[src/rtl/symbol_sampler.sv]
// Multi-channel symbol-rate sampler.
// Decimates an oversampled stream by capturing one sample per symbol at a
// programmable phase, and queues captures in a small first-word-fall-through
// buffer drained with a valid/ready handshake. Captures that find the buffer
// full (with no simultaneous pop) are dropped and raise a sticky overflow flag.
module symbol_sampler #(
    parameter int WIDTH  = 16,
    parameter int NUM_CH = 2,
    parameter int CNT_W  = 4,
    parameter int DEPTH  = 4
) (
    input  logic                    clk,
    input  logic                    rst_n,
    input  logic                    start,
    input  logic                    stop,
    input  logic [CNT_W-1:0]        osr_m1,
    input  logic [CNT_W-1:0]        phase,
    input  logic                    in_valid,
    input  logic [NUM_CH*WIDTH-1:0] data_in,
    output logic                    out_valid,
    input  logic                    out_ready,
    output logic [NUM_CH*WIDTH-1:0] data_out,
    output logic                    busy,
    output logic                    overflow,
    output logic [15:0]             sym_count
);

    localparam int DW = NUM_CH * WIDTH;
    localparam int AW = (DEPTH > 1) ? $clog2(DEPTH) : 1;
    localparam int PW = AW + 1;

    typedef enum logic [1:0] {
        IDLE  = 2'd0,
        ALIGN = 2'd1,
        RUN   = 2'd2
    } state_t;

    state_t           state_reg;
    logic             busy_reg;
    logic [CNT_W-1:0] osr_reg;
    logic [CNT_W-1:0] phase_reg;
    logic [CNT_W-1:0] cnt_reg;
    logic             overflow_reg;
    logic [15:0]      sym_count_reg;
    logic [PW-1:0]    wr_ptr_reg;
    logic [PW-1:0]    rd_ptr_reg;
    logic [DW-1:0]    mem_reg [DEPTH];

    logic             armed;
    logic             accept_start;
    logic             strobe;
    logic             buf_empty;
    logic             buf_full;
    logic             pop;
    logic             push;
    logic             drop;
    logic [CNT_W-1:0] phase_clamped;
    logic [AW-1:0]    wr_idx;
    logic [AW-1:0]    rd_idx;

    // Decode of control strobes and buffer status from the current registers.
    always_comb begin
        armed         = (state_reg != IDLE);
        accept_start  = start && !stop && (state_reg == IDLE);
        strobe        = in_valid && armed && (cnt_reg == phase_reg);
        buf_empty     = (wr_ptr_reg == rd_ptr_reg);
        buf_full      = (wr_ptr_reg[PW-1] != rd_ptr_reg[PW-1]) &&
                        (wr_ptr_reg[PW-2:0] == rd_ptr_reg[PW-2:0]);
        pop           = !buf_empty && out_ready;
        // A full buffer still takes the capture when the head leaves this cycle.
        push          = strobe && (!buf_full || pop);
        drop          = strobe && !push;
        // A capture phase beyond the symbol period would never match; clamp it.
        phase_clamped = (phase > osr_m1) ? osr_m1 : phase;
        wr_idx        = wr_ptr_reg[AW-1:0];
        rd_idx        = rd_ptr_reg[AW-1:0];
    end

    // Sampler FSM, configuration latch and oversampling phase counter.
    always_ff @(posedge clk or negedge rst_n) begin
        if (!rst_n) begin
            state_reg <= IDLE;
            busy_reg  <= 1'b0;
            osr_reg   <= '0;
            phase_reg <= '0;
            cnt_reg   <= '0;
        end else begin
            // Counter only moves on real input samples while armed.
            if (in_valid && armed) begin
                cnt_reg <= (cnt_reg == osr_reg) ? '0 : cnt_reg + 1'b1;
            end
            case (state_reg)
                IDLE: begin
                    if (accept_start) begin
                        state_reg <= ALIGN;
                        busy_reg  <= 1'b1;
                        osr_reg   <= osr_m1;
                        phase_reg <= phase_clamped;
                        cnt_reg   <= '0;
                    end
                end
                ALIGN: begin
                    if (stop) begin
                        state_reg <= IDLE;
                        busy_reg  <= 1'b0;
                    end else if (strobe) begin
                        state_reg <= RUN;
                    end
                end
                RUN: begin
                    if (stop) begin
                        state_reg <= IDLE;
                        busy_reg  <= 1'b0;
                    end
                end
                default: begin
                    state_reg <= IDLE;
                    busy_reg  <= 1'b0;
                end
            endcase
        end
    end

    // Sticky overflow flag and accepted-capture counter, both cleared by start.
    always_ff @(posedge clk or negedge rst_n) begin
        if (!rst_n) begin
            overflow_reg  <= 1'b0;
            sym_count_reg <= '0;
        end else if (accept_start) begin
            overflow_reg  <= 1'b0;
            sym_count_reg <= '0;
        end else begin
            if (drop) begin
                overflow_reg <= 1'b1;
            end
            if (push) begin
                sym_count_reg <= sym_count_reg + 16'd1;
            end
        end
    end

    // Buffer pointers; the extra MSB distinguishes full from empty.
    always_ff @(posedge clk or negedge rst_n) begin
        if (!rst_n) begin
            wr_ptr_reg <= '0;
            rd_ptr_reg <= '0;
        end else begin
            if (push) begin
                wr_ptr_reg <= wr_ptr_reg + 1'b1;
            end
            if (pop) begin
                rd_ptr_reg <= rd_ptr_reg + 1'b1;
            end
        end
    end

    // Buffer storage; cleared on reset so the head reads zero when empty.
    always_ff @(posedge clk or negedge rst_n) begin
        if (!rst_n) begin
            for (int i = 0; i < DEPTH; i++) begin
                mem_reg[i] <= '0;
            end
        end else if (push) begin
            mem_reg[wr_idx] <= data_in;
        end
    end

    assign out_valid = !buf_empty;
    assign data_out  = mem_reg[rd_idx];
    assign busy      = busy_reg;
    assign overflow  = overflow_reg;
    assign sym_count = sym_count_reg;

endmodule

[config.mk]
export PLATFORM = sky130hd
export DESIGN_NAME = symbol_sampler
export DESIGN_NICKNAME = d
export VERILOG_FILES = /design/src/rtl/symbol_sampler.sv
export SDC_FILE = /design/constraint.sdc
export NUM_CORES = 1
export LEC_CHECK = 0
export CAP_MARGIN = 20
export CELL_PAD_IN_SITES_DETAIL_PLACEMENT = 0
export CELL_PAD_IN_SITES_GLOBAL_PLACEMENT = 1
export CORE_ASPECT_RATIO = 1.25
export CORE_MARGIN = 2
export CORE_UTILIZATION = 30
export CTS_CLUSTER_SIZE = 20
export DETAILED_ROUTE_END_ITERATION = 8
export GPL_TIMING_DRIVEN = 0
export PLACE_DENSITY_LB_ADDON = 0.12
export SETUP_SLACK_MARGIN = 0.3
export SLEW_MARGIN = 20
export SYNTH_ARGS = -nofsm -noshare
export SYNTH_HDL_FRONTEND = slang
export SYNTH_SLANG_ARGS = --single-unit
[constraint.sdc]
create_clock -name clk -period 2.9 [get_ports clk]
set_clock_uncertainty 0.2 [all_clocks]
set_input_delay 0.58 -clock clk [delete_from_list [all_inputs] [get_ports clk]]
set_output_delay 0.58 -clock clk [all_outputs]
set_load 0.005 [all_outputs]
* Yosys cells after proc, flatten, opt, wreduce, memory -nomap -nowiden *
Index checks and enable logic that the tools add are counted.

word-level totals
  output and inout port bits = 51
  register bits = 166
  logic and storage cells = 79
  bits of input ports = 46

operators by class
  order comparisons = 4
  mux-type cells = 23
  bitwise gates (word level) = 2
  reduce and logical (&&, ||, !) cells = 22
  eq/ne operators = 11
  $add $sub $neg = 4

operator list
  cell                                                       number
  bitwise mux 128 bit                                        1
  2-to-1 mux 32 bit                                          3
  binary-select mux 32 bit (select 2 bit)                    1
  demux 32 bit (select 2 bit)                                1
  2-to-1 mux 16 bit                                          2
  2-to-1 mux 4 bit                                           5
  adder 16 x 1 -> 16 bit (second input constant)             1
  logical AND 1 bit                                          9
  equality test 4 bit                                        2
  2-to-1 mux 2 bit                                           4
  adder 3 x 1 -> 3 bit (second input constant)               2
  greater-or-equal comparator 3 bit (second input constant)  2
  inverter 2 -> 3 bit                                        2
  case mux 2 bit (3 select lines)                            1
  nonzero test 2 bit                                         3
  adder 4 x 1 -> 4 bit (second input constant)               1
  > comparator 4 bit                                         1
  zero test 1 bit                                            4
  2-to-1 mux 1 bit                                           4
  != test 2 bit (second input constant)                      2
  AND reduction 2 bit                                        2
  equality test 3 bit                                        1
  < comparator 3 x 1 -> 1 bit (second input constant)        1
  != test 3 bit (second input constant)                      1
  other kinds (10)                                           10

* Depth between registers and ports, before layout *
  depth in word-level cells = 9
  mapped depth = 9
  mapped depth without buffers = 7

* Worst setup path before layout *
Ideal clock, no wire load.

  path type = register -> register
  from = register state_reg[0]
  to = register sym_count_reg[7] (netlist: sym_count[7])
  setup time = 78 ps
  required time = 2622 ps
  period minus slack after synthesis = 2415 ps
  path buffers = 1
  data arrival time = 2137 ps
  setup slack = 485 ps
  stages on the path, launching flop included = 9
  cell sequence = dfrtp_1 -> inv_1 -> ha_1 -> nor2b_1 -> nand2_1 -> or3_1 -> buf_2 -> or4_1 -> a21oi_1

between the ends
  word-level cells in the longest chain between the ends = 5
  elaborated cells between the ends (all ways) = 8
  classes of those cells = 1 x mux; 7 x reduce/logical

RTL lines
  element                          RTL line  text
  start: declaration               38        state_t state_reg;
  start signal: assignment         82        state_reg <= IDLE;
  start signal: assignment         95        state_reg <= ALIGN;
  start signal: assignment         104       state_reg <= IDLE;
  nonzero test 2 bit               63        armed = (state_reg != IDLE);
  logical AND 1 bit (2 in series)  65        strobe = in_valid && armed && (cnt_reg == phase_reg);
  logical AND 1 bit                71        push = strobe && (!buf_full || pop);
  nonzero test 2 bit (no line)     n/a
  end signal: assignment           137       sym_count_reg <= sym_count_reg + 16'd1;
  end: declaration                 44        logic [15:0] sym_count_reg;

Parallel ways exist; a longest one is shown, timed or not.
A chain may end at the register's enable or synchronous reset.

* Worst setup path after layout *
  from = register rd_ptr_reg[0]
  to = output data_out[30]

between the ends
  word-level cells in the longest chain between the ends = 4

RTL lines
  element                                                RTL line  text
  start: declaration                                     46        logic [PW-1:0] rd_ptr_reg;
  start signal: assignment                               152       rd_ptr_reg <= rd_ptr_reg + 1'b1;
  inverter 2 -> 3 bit (implied by the code)              169       assign data_out = mem_reg[rd_idx];
  binary-select mux 32 bit (select 2 bit)                169
  2-to-1 mux 32 bit (implied by the code) (2 in series)  169
  end: declaration                                       22        output logic [NUM_CH*WIDTH-1:0] data_out,

Every way passes these cells. The select of a mux whose other input is x is not followed.

==> run_results.csv <==
group,metric,value,unit
die,floorplan.io_pins,97,
min_path,hold_path.startpoint,"mem_reg[61]",
clock_network,cts.root.buffer_cell,"clkbuf_16",
worst_setup_path,worstReg2RegEnd,"sym_count[9]",
die,placement_rows,65,
logic_synthesis,netlist_area,7591,um^2
cells_and_area,area_growth,32.19,%
flow_run,drv.max_cap_violation_count,0,
power,leakage,4.731,nW
die,core_area,25050,um^2
route,firstDrtPassIters,4,
worst_setup_path,launch_point_of_the_critical_path,"rd_ptr_reg[0]",
logic_synthesis,post-synth-top-area-cell,"dfrtp_1",
min_path,worstHoldPathType,"flop to flop",
route,post_drt_via_cell_ratio,4.715,
worst_setup_path,required_arrival_time_at_the_worst_endpoint,2.12,ns
place,placedInstanceArea,9004,um^2
worst_setup_path,timing.critical_path.mode_cell,"buf_12",
logic_synthesis,postSynthCellCount,532,
logic_synthesis,synth-adder-area-share,0.02472,
route,drtAntennaViolNets,0,
logic_synthesis,synth_compound_gate_area_share,0.03181,
logic_synthesis,synth_top_family_by_area,"multiplexers",
logic_synthesis,yosys.area_share.simple,0.05538,
power,power.density,865.4,nW/um^2
timing,report.final.setup_viol,0,
grt,vias_in_the_first_global_route,5243,
logic_synthesis,synth-main-ff-cell,"dfrtp_1",
cells_and_area,finalNetCount,735,
cells_and_area,layout_cell_share_with_drive_strength_beyond_1,0.4410,
clock_network,htree_levels,4,
timing,final_min_period_over_clock_period,0.9373,
grt,groute.usage.overall,0.1399,
logic_synthesis,synth_top_cells_by_area,"dfrtp_1 (55%), mux2_2 (19%), mux4_2 (9.5%)",
clock_network,clk_buf_depth,2,
timing,rsz_0062_raised_after_global_routing,"true",
worst_setup_path,timing.critical_path.cells,"buf_12, buf_6, buf_12, buf_16, mux4_2, buf_2",
logic_synthesis,yosysUniqueCellTypes,34,
clock_network,clock_network_latency_to_the_later_pin_of_the_worst_skew_pair,0.42,ns
worst_setup_path,path_max_fanout,7,
worst_setup_path,critPathKind,"flop to output pin",
logic_synthesis,synth.net_count,593,
worst_setup_path,worstSetupStartpointType,"flop",
min_path,worst_hold_path.endpoint,"mem_reg[61]",
worst_setup_path,cp_slowest_stage_delay,0.51,ns
min_path,timing.hold.worst_path_depth,1,
route,wl_per_cell,17.38,um
grt,antenna_violations_before_repair,1,
clock_network,cts_buffers,17,
route,route.vias.total,4819,
worst_setup_path,cp_data_arrival_time,1.94,ns
logic_synthesis,synth_xor_xnor_area_share,0.02077,
logic_synthesis,yosys_top_cell_area_share,0.5472,
cells_and_area,final_area,10030,um^2
route,drc_violation_count_after_routing,0,
place,place.gp.congestion,0.7199,
timing,post-route-min-period,2.718,ns
die,start_util,0.3030,
timing,finalSetupTns,0,ns
clock_network,clock_sink_count,166,
worst_setup_path,timing.reg2reg.worst_path_depth,9,
timing,slew-limit-headroom,0.5790,
cells_and_area,largest_register_ff_count,128,
die,design.die.area,26600,um^2
power,max-vdd-ir-drop,0.4765,mV
route,postRouteWirelength,17760,um
logic_synthesis,synth_seq_area_share,0.5472,
worst_setup_path,r2r_slack,0.35,ns
timing,achievable-frequency,0.3679,GHz
route,dr.first_iter.drc_count,183,
timing,holdWs,0.3008,ns
logic_synthesis,synth_mux_area_frac,0.2985,
logic_synthesis,synthArstFlopShare,1.000,
grt,grt_pass1_wl,28970,um
clock_network,cts_tree,"done",
place,port_buffers,96,
power,totalPowerFinal,8.684,mW
place,post-dp-hpwl,11740,um
worst_setup_path,worst_setup_path_end_kind,"output pin",
clock_network,clk_pin_slew_worst_paths,0.07,ns
timing,hold_viol_final,0,
worst_setup_path,crit-reg2reg-launch,"rd_ptr_reg[0]",
die,die_h,181.8,um
logic_synthesis,synth_edf_count,0,
cells_and_area,antenna_cells_inserted,0,
worst_setup_path,crit_family,"buffers and inverters",
worst_setup_path,cp_slowest_cell,"mux4_2",
logic_synthesis,synth.yosys.warnings,0,
logic_synthesis,syn_area_per_cell,14.27,um^2
timing,final_max_slew_viol_count,0,
timing,worst_slew_pin_slew,0.6315,ns
run_status,outcome,"finished, final reports clean",
grt,grt-ovfl-total,0,
grt,grt_start_max_net_pins,103,
die,die_width,146.3,um
logic_synthesis,yosys.cell_count.top_type,"dfrtp_1",
worst_setup_path,buffers_inverters_on_critical_path,5,
logic_synthesis,ys_ff_latch,166,
cells_and_area,postLayoutCoreUtil,0.4006,
logic_synthesis,synth_top_cells_by_count,"dfrtp_1 (166), mux2_2 (131), mux4_2 (32)",
==> metrics by stage <==
stage | setup slack, ns | cells
floorplan | 0.4847 | 532
global placement | -5.822 | 963
detailed placement | -0.3311 | 964
CTS | 0.1634 | 1015
global route | 0.1035 | 1022
finish | 0.1818 | 1022
==> where the power goes <==
part	switching, mW	total (mW)	internal [mW]
clock	1.00	2.24	1.24
sequential	0.393	3.40	3.01
combinational	1.14	3.04	1.90
total	2.54	8.68	6.15
==> per-layer routing <==
layer / wire length [um] / vias up / track usage
li1: - / 2246 / -
met3: 572 / 17 / 0.02864
met4: 255 / 0 / 0.04427
met1: 7742 / 2481 / 0.1720
met2: 9191 / 75 / 0.2466
met5: 0 / - / 0
==> repair_timing <==
| item | 4_1_cts | 5_1_grt |
|---|---|---|
| setup buffers | 15 | 7 |
| pin swaps | 6 | 9 |
| hold endpoints to repair | 64 | 0 |
| cloned | 3 | 0 |
| setup endpoints to repair | 168 | 159 |
| hold buffers | 1 | 0 |
| gates resized for setup | 199 | 26 |
==> cells by family after synthesis <==
family	Yosys count
xor gates and xnor gates	18
muxes	170
DFF	166
adders and majority gates	15
AOI/OAI and AO/OA	42
and+or+nand+nor	83
buffers and inverters	38
==> cell usage in the layout, fill, tap and decap left out, types with 15 or more instances in the layout <==
cell             count
nand2_1             23
mux4_2              32
buf_4               22
a21oi_1             17
clkbuf_16           17
ha_1                15
mux2_2             131
buf_2               31
clkdlybuf4s50_1     62
dfrtp_1            166
==> final cells by class <==
type,instances,area (um^2)
plain buffers,25,241.5
inverters,13,48.80
repair buffers,123,1200
flip-flops and latches,166,4154
multi-input cells,328,3391
clock inverters,13,137.6
clock buffers,19,442.9
fillers,2399,15010
well taps,335,419.2
==> worst max-delay path by stage <==
stage | endpoint | slack [ns] | cells after the start
finish | data_out[30] | 0.18 | 6
global route | data_out[30] | 0.10 | 6
global placement | mem_reg[26] | -5.82 | 1
CTS | data_out[30] | 0.16 | 6
floorplan | sym_count[7] | 0.48 | 8
detailed placement | data_out[4] | -0.33 | 4
Power figures use the tool's default switching activity.
